**config.mk**
```make
export PLATFORM = sky130hd
export DESIGN_NAME = sample_delay_line
export DESIGN_NICKNAME = d
export VERILOG_FILES = /design/src/rtl/sample_delay_pkg.sv /design/src/rtl/delay_stage.sv /design/src/rtl/sample_delay_line.sv
export SDC_FILE = /design/constraint.sdc
export NUM_CORES = 1
export LEC_CHECK = 0
export ABC_AREA = 0
export CAP_MARGIN = 40
export CORE_UTILIZATION = 51
export DETAILED_ROUTE_END_ITERATION = 6
export GPL_TIMING_DRIVEN = 0
export PLACE_DENSITY = 0.86
export SYNTH_ARGS = -nofsm -noshare
export SYNTH_HDL_FRONTEND = slang
export SYNTH_SLANG_ARGS = --single-unit
```
**constraint.sdc**
```tcl
create_clock -name clk -period 2.4 [get_ports clk]
set_input_delay 0.48 -clock clk [delete_from_list [all_inputs] [get_ports clk]]
set_output_delay 0.48 -clock clk [all_outputs]
set_load 0.02 [all_outputs]
```
**src/rtl/sample_delay_pkg.sv**
```systemverilog
// Shared constants and helpers for the sample delay line.
// Holds the default word width and depth, and the width of the fill counter.
package sample_delay_pkg;

    localparam int WIDTH_DEFAULT = 20;
    localparam int DEPTH_DEFAULT = 4;

    // The fill counter saturates at depth, so it needs to hold 0..depth inclusive
    function automatic int fill_width(input int depth);
        return $clog2(depth + 1);
    endfunction

endpackage

```
**src/rtl/delay_stage.sv**
```systemverilog
// One WIDTH-bit storage stage of the delay line.
// Loads d when enabled, clears to zero on clr, and resets synchronously on rst.
module delay_stage #(
    parameter int WIDTH = 20
) (
    input  logic             clk,
    input  logic             rst,
    input  logic             clr,
    input  logic             en,
    input  logic [WIDTH-1:0] d,
    output logic [WIDTH-1:0] q
);

    logic [WIDTH-1:0] q_d;
    logic [WIDTH-1:0] q_q;

    // Next value: clear beats load, otherwise hold
    always_comb begin
        q_d = q_q;
        if (clr) begin
            q_d = '0;
        end else if (en) begin
            q_d = d;
        end
    end

    // Stage register with synchronous reset
    always_ff @(posedge clk) begin
        if (rst) begin
            q_q <= '0;
        end else begin
            q_q <= q_d;
        end
    end

    assign q = q_q;

endmodule

```
**src/rtl/sample_delay_line.sv**
```systemverilog
// Sample-rate delay line with a selectable output tap and a fill counter.
// Optional feature macro: SAMPLE_DELAY_LINE_TAPS_EN exposes every stage on taps;
// without it taps is tied to zero.
module sample_delay_line
    import sample_delay_pkg::*;
#(
    parameter int WIDTH = WIDTH_DEFAULT,
    parameter int DEPTH = DEPTH_DEFAULT
) (
    input  logic                     clk,
    input  logic                     rst,
    input  logic                     sample_en,
    input  logic                     flush,
    input  logic [WIDTH-1:0]         in_data,
    input  logic [$clog2(DEPTH)-1:0] delay_sel,
    output logic [WIDTH-1:0]         out_data,
    output logic                     out_valid,
    output logic [DEPTH*WIDTH-1:0]   taps
);

    localparam int SEL_W  = $clog2(DEPTH);
    localparam int FILL_W = fill_width(DEPTH);

    logic             advance;
    logic [WIDTH-1:0] stage [DEPTH];
    logic [FILL_W-1:0] fill_d;
    logic [FILL_W-1:0] fill_q;
    logic [SEL_W-1:0]  eff_sel;

    assign advance = sample_en & ~flush & ~rst;

    // The chain of stages: stage 0 takes the new sample, the rest shift along
    for (genvar k = 0; k < DEPTH; k++) begin : g_stage
        logic [WIDTH-1:0] stage_in;
        if (k == 0) begin : g_first
            assign stage_in = in_data;
        end else begin : g_next
            assign stage_in = stage[k-1];
        end
        delay_stage #(
            .WIDTH(WIDTH)
        ) u_stage (
            .clk(clk),
            .rst(rst),
            .clr(flush),
            .en (advance),
            .d  (stage_in),
            .q  (stage[k])
        );
    end

    // Fill count: cleared by flush, counts advances, saturates at DEPTH
    always_comb begin
        fill_d = fill_q;
        if (flush) begin
            fill_d = '0;
        end else if (advance && (fill_q < FILL_W'(DEPTH))) begin
            fill_d = fill_q + 1'b1;
        end
    end

    // Fill count register with synchronous reset
    always_ff @(posedge clk) begin
        if (rst) begin
            fill_q <= '0;
        end else begin
            fill_q <= fill_d;
        end
    end

    // Clamp out-of-range selects (non-power-of-two DEPTH) onto the last stage
    always_comb begin
        eff_sel = delay_sel;
        if (32'(delay_sel) >= 32'(DEPTH)) begin
            eff_sel = SEL_W'(DEPTH - 1);
        end
    end

    // Output tap is purely combinational so a select change shows immediately
    always_comb begin
        out_data  = stage[eff_sel];
        out_valid = 32'(fill_q) > 32'(eff_sel);
    end

`ifdef SAMPLE_DELAY_LINE_TAPS_EN
    // Flatten all stages onto taps, stage k in its own WIDTH-bit slot
    always_comb begin
        taps = '0;
        for (int k = 0; k < DEPTH; k++) begin
            taps[k*WIDTH +: WIDTH] = stage[k];
        end
    end
`else
    assign taps = '0;
`endif

endmodule

```
Word-level counts from Yosys, hierarchy flattened
Cells that the tools add are included.
- word-level logic and storage cells: 19
- flip-flop bits (word level): 83
- output and inout port bits: 101
- multiplexer cells: 3
- order comparisons: 3
- bitwise operators: 5
- reduce and logical (&&, ||, !) cells: 2
- $add $sub $neg: 1
- operators by type and width (operator ; count):
    $bmux W20 S2 ; 1
    $mux W20 ; 2
    $add A3 B1 Y3 const B ; 1
    $ge A3 B3 Y1 const B ; 1
    $gt A3 B2 Y1 ; 1
    $lt A3 B3 Y1 const B ; 1
    $not A2 Y3 ; 1
    $and A1 B1 Y1 ; 2
    $not A1 Y1 ; 2
    $reduce_or A2 Y1 ; 1
    $logic_and A1 B1 Y1 ; 1

Depth between registers and ports, before layout
- depth after elaboration: 4
- gate-level depth with buffers: 6

Cells and area by module
From an unflattened synthesis, not the netlist that was laid out.
- cells, all modules: 385
- area total of the unflattened synthesis: 4184.0 um2
- by module, submodules not included (module ; cells each ; area an instance (um2) ; sequential area each (um2) ; instances):
    delay_stage ; 65 ; 729.4 ; 400.4 ; 4
    sample_delay_line ; 125 ; 1266.2 ; 60.1 ; 1

Worst setup path after synthesis
Ideal clock, no wire load.
- path type: input to output
- from: in delay_sel[1]
- to: out out_valid
- stages on the path: 6
- path buffers: 1
- arrival time: 1.367 ns
- data required time: 1.920 ns
- setup slack: 0.553 ns
- path through: buf_6 inv_1 ha_1 nor2b_1 o21ai_0 nand2b_1
- cells in the longest elaborated chain, start to end: 1
- RTL lines (what ; RTL line ; source):
    start, declared ; sample_delay_line.sv:15 ; input logic [$clog2(DEPTH)-1:0] delay_sel,
    $gt A3 B2 Y1 ; sample_delay_line.sv:82 ; out_valid = 32'(fill_q) > 32'(eff_sel);
    end, declared ; sample_delay_line.sv:17 ; output logic out_valid,
Every way passes these cells.

Final worst setup path
- from: in delay_sel[0]
- to: out out_data[19]
- cells in the longest elaborated chain, start to end: 4
- RTL lines (what ; RTL line ; source):
    $not A2 Y3 (not written as such) ; sample_delay_line.sv:81 ; out_data = stage[eff_sel];
    $bmux W20 S2 ; sample_delay_line.sv:81 ;
    $mux W20 (not written as such) (2 in series) ; sample_delay_line.sv:81 ;
    end, declared ; sample_delay_line.sv:16 ; output logic [WIDTH-1:0] out_data,
Every way passes these cells. The select of a mux whose other input is x is not followed.

==> metrics.txt <==
# TYPE chip_impl_metric gauge
chip_impl_info{name="run_status",value="completed"} 1
chip_impl_metric{name="numPlacedInstances",unit=""} 609
chip_impl_metric{name="drcViolationCount",unit=""} 0
chip_impl_metric{name="antenna_cells",unit=""} 0
chip_impl_metric{name="core_utilization_of_the_finished_layout",unit="%"} 68.0
chip_impl_metric{name="detail_route.wirelength",unit="µm"} 8610
chip_impl_metric{name="cts_max_level",unit=""} 3
chip_impl_metric{name="ant_nets",unit=""} 0
chip_impl_info{name="top_library_cells_by_usage_in_the_layout_fill_and_taps_aside",value="89 x sky130_fd_sc_hd__buf_4, 83 x sky130_fd_sc_hd__nor2_1, 83 x sky130_fd_sc_hd__dfxtp_1"} 1
chip_impl_info{name="clk_root_buffer_cell",value="sky130_fd_sc_hd__clkbuf_8"} 1
chip_impl_metric{name="postSynthAreaPerCell",unit="µm²"} 10.8
chip_impl_metric{name="gp_routability_congestion",unit=""} 0.792
chip_impl_metric{name="top_level_ports",unit=""} 127
chip_impl_metric{name="fin_ws",unit="ps"} 74.6
chip_impl_metric{name="report.power.total",unit="mW"} 3.09
chip_impl_metric{name="synthCells",unit=""} 383
chip_impl_info{name="synthDominantAreaCellType",value="sky130_fd_sc_hd__dfxtp_1"} 1
chip_impl_metric{name="maximum_number_of_buffers_from_clock_root_to_sink",unit=""} 2
chip_impl_metric{name="layout_worst_path_cycle_share",unit="%"} 96.9
chip_impl_info{name="path_cells",value="dlygate4sd2_1, mux4_2, clkdlybuf4s50_1"} 1
chip_impl_metric{name="cts_made_buffers",unit=""} 9
chip_impl_metric{name="dp.final_hpwl",unit="µm"} 5730
chip_impl_info{name="rsz0062_at_grt",value="false"} 1
chip_impl_metric{name="drv_slew",unit=""} 0
chip_impl_metric{name="first_global_vias",unit=""} 2782
chip_impl_metric{name="cts_sinks",unit=""} 83
chip_impl_metric{name="synth_top_area_share",unit="%"} 40.3
chip_impl_metric{name="fraction_of_layout_instances_using_a_drive_strength_above_1",unit="%"} 26.4
chip_impl_metric{name="max-cap-violations",unit=""} 0
chip_impl_metric{name="synth.ff_latch_count",unit=""} 83
chip_impl_metric{name="fin_skew",unit="ps"} 5.34
chip_impl_metric{name="setup_viol",unit=""} 0
chip_impl_metric{name="ir_drop",unit="V"} 0.000347
chip_impl_metric{name="die_w",unit="µm"} 92.0
chip_impl_metric{name="synth_unique_cells",unit=""} 19
chip_impl_metric{name="area_growth",unit="%"} 27.9
chip_impl_metric{name="achievable-frequency",unit="MHz"} 430
chip_impl_info{name="cp-endpoint",value="out_data[19]"} 1
chip_impl_metric{name="final_hold_violating_endpoints",unit=""} 0
chip_impl_metric{name="instances_no_fill",unit=""} 628
chip_impl_info{name="worst_r2r_startpoint",value="fill_q[0]"} 1
chip_impl_metric{name="count_of_buffers_from_port_buffering",unit=""} 45
chip_impl_metric{name="grt_util_all_layers",unit="%"} 21.2
chip_impl_metric{name="grt_overflow",unit=""} 0
chip_impl_metric{name="critical_path.max_stage_delay",unit="ps"} 550
chip_impl_metric{name="totalNegativeSetupSlack",unit="ps"} 0
chip_impl_metric{name="syn-cell-area",unit="µm²"} 4130
chip_impl_metric{name="timing.critical_path.arrival",unit="ps"} 1850
chip_impl_metric{name="path_depth",unit=""} 3
chip_impl_metric{name="yosysWarnings",unit=""} 0
chip_impl_metric{name="maximum_number_of_pins_on_one_net_before_global_route_repair",unit=""} 14
chip_impl_metric{name="avgViaCountPerCell",unit=""} 4.66
chip_impl_metric{name="place_ws",unit="ps"} -565
chip_impl_info{name="worst_setup_path_startpoint",value="delay_sel[0]"} 1
chip_impl_metric{name="timing.critical_path.required",unit="ps"} 1920
chip_impl_metric{name="cts.reportedPaths.clkPinSlew",unit="ps"} 80
chip_impl_metric{name="die_area",unit="µm²"} 8460
chip_impl_metric{name="rrSetupSlack",unit="ps"} 1450
chip_impl_info{name="ys_top_cells_by_area",value="sky130_fd_sc_hd__dfxtp_1 40%, sky130_fd_sc_hd__mux2i_1 20%, sky130_fd_sc_hd__buf_4 17%"} 1
chip_impl_info{name="timing.critical_path.slowest_stage_cell",value="sky130_fd_sc_hd__clkdlybuf4s50_1"} 1
chip_impl_metric{name="grt_first_pass_wirelength",unit="µm"} 13700
chip_impl_info{name="worst-setup-path-type",value="in -> out"} 1
chip_impl_metric{name="core_region_area",unit="µm²"} 7770
chip_impl_info{name="cp_top_family",value="buffers and inverters"} 1
chip_impl_metric{name="grt_antenna_before_repair",unit=""} 0
chip_impl_info{name="endpoint_kind",value="primary output"} 1
chip_impl_info{name="cts_tree",value="built"} 1
chip_impl_metric{name="detail_route.first_pass.iterations",unit=""} 4
chip_impl_metric{name="drt_iter0_drc",unit=""} 113
chip_impl_metric{name="timing.final.crit_period",unit="ps"} 2330
chip_impl_metric{name="number_of_rows_created_at_floorplan",unit=""} 32
chip_impl_metric{name="synth_seq_area_share",unit="%"} 40.3
chip_impl_metric{name="p_per_area",unit="nW/µm²"} 584
chip_impl_metric{name="critPathBufInv",unit=""} 2
chip_impl_metric{name="wl_per_cell",unit="µm"} 13.7
chip_impl_metric{name="finalNetCount",unit=""} 550
chip_impl_metric{name="leakagePower",unit="nW"} 2.61
chip_impl_metric{name="rr_worst_depth",unit=""} 3
chip_impl_metric{name="floorplan.initialDensity",unit="%"} 53.1
chip_impl_info{name="worst_setup_path_start_kind",value="input pin"} 1
chip_impl_info{name="worstReg2RegEnd",value="fill_q[1]"} 1
chip_impl_metric{name="crit_fanout",unit=""} 3
chip_impl_metric{name="vias",unit=""} 2929
chip_impl_info{name="hp-class",value="reg -> reg"} 1
chip_impl_metric{name="clk-insertion-delay-late",unit="ps"} 350
chip_impl_info{name="mostFrequentLayoutCell",value="sky130_fd_sc_hd__buf_4"} 1
chip_impl_metric{name="floorplan.die.height",unit="µm"} 92.0
-- timing repair --
action                                  in CTS  in global routing
pin swaps                                    0                  0
endpoints found under the setup margin      21                 11
gates resized for setup                     24                  2
hold buffers                                 0                  0
buffers inserted                             3                  0
-- metrics by stage --
stage / hold slack, ps / cell area [µm²]
after CTS: 499 / 5280
final: 497 / 5280
after detailed placement: 481 / 5000
after global routing: 520 / 5280
after floorplan: 450 / 4420
after global placement: 467 / 5000
-- worst min-delay path by stage --
stage / start / endpoint / cells past startpoint
2_1_floorplan: fill_q[2] / fill_q[2] / 2
3_3_place_gp: g_stage[3].u_stage.q[9] / g_stage[3].u_stage.q[9] / 2
3_5_place_dp: g_stage[3].u_stage.q[11] / g_stage[3].u_stage.q[11] / 2
4_1_cts: sample_en / g_stage[1].u_stage.q[2] / 3
5_1_grt: sample_en / g_stage[1].u_stage.q[2] / 3
6_report: g_stage[3].u_stage.q[3] / g_stage[3].u_stage.q[3] / 2
-- cell type report --
cell class	count	area, µm²
well taps	102	128
repair buffers	48	479
clock inverters	5	100
inverters	2	7.51
clock buffers	11	141
fillers	592	2490
plain buffers	102	801
flip-flops and latches	83	1660
multi-input cells	275	1960
-- power by group --
group / internal (mW) / switching (mW)
clock: 0.717 / 0.481
combinational: 0.228 / 0.256
sequential: 1.39 / 0.0125
total: 2.34 / 0.749
-- sequential cells by signal, indices dropped and copies added (netlist names) --
| register | cells |
|---|---|
| fill_q | 3 |
| g_stage.u_stage.q | 80 |
-- Yosys cell counts (all sizes together) --
library cell and number:
nand2b 1, o21ai 1, mux4 20, conb 1
nand2 1, ha 3, buf 101, a21oi 1
dfxtp 83, or2 1, nor2b 2, clkbuf 1
inv 2, xnor2 1, mux2i 81, nor2 83
-- layer usage --
metal	vias up	global-route usage [%]	part of all wire (%)
li1	1401	-	-
met1	1390	24.8	40
met2	119	37.3	51
met3	19	4.23	6.5
met4	0	10.0	2.9
met5	-	0	0
-- cell families after synthesis --
logic type	count (synthesis)	synth area share [%]
AOI/OAI and AO/OA	2	0.242
adders and majority gates	3	0.909
other	1	0.0908
xor gates and xnor gates	1	0.212
muxes	101	30.6
buffers and inverters	104	19.4
DFF	83	40.3
and+or+nand+nor	88	8.25
-- tightest hold or removal path: stages (launching register included) --
cell	delay (ps)
sky130_fd_sc_hd__dfxtp_1	330
sky130_fd_sc_hd__mux2i_1	60
sky130_fd_sc_hd__nor2_1	80
Note: power is estimated with default switching activity, not from simulation.
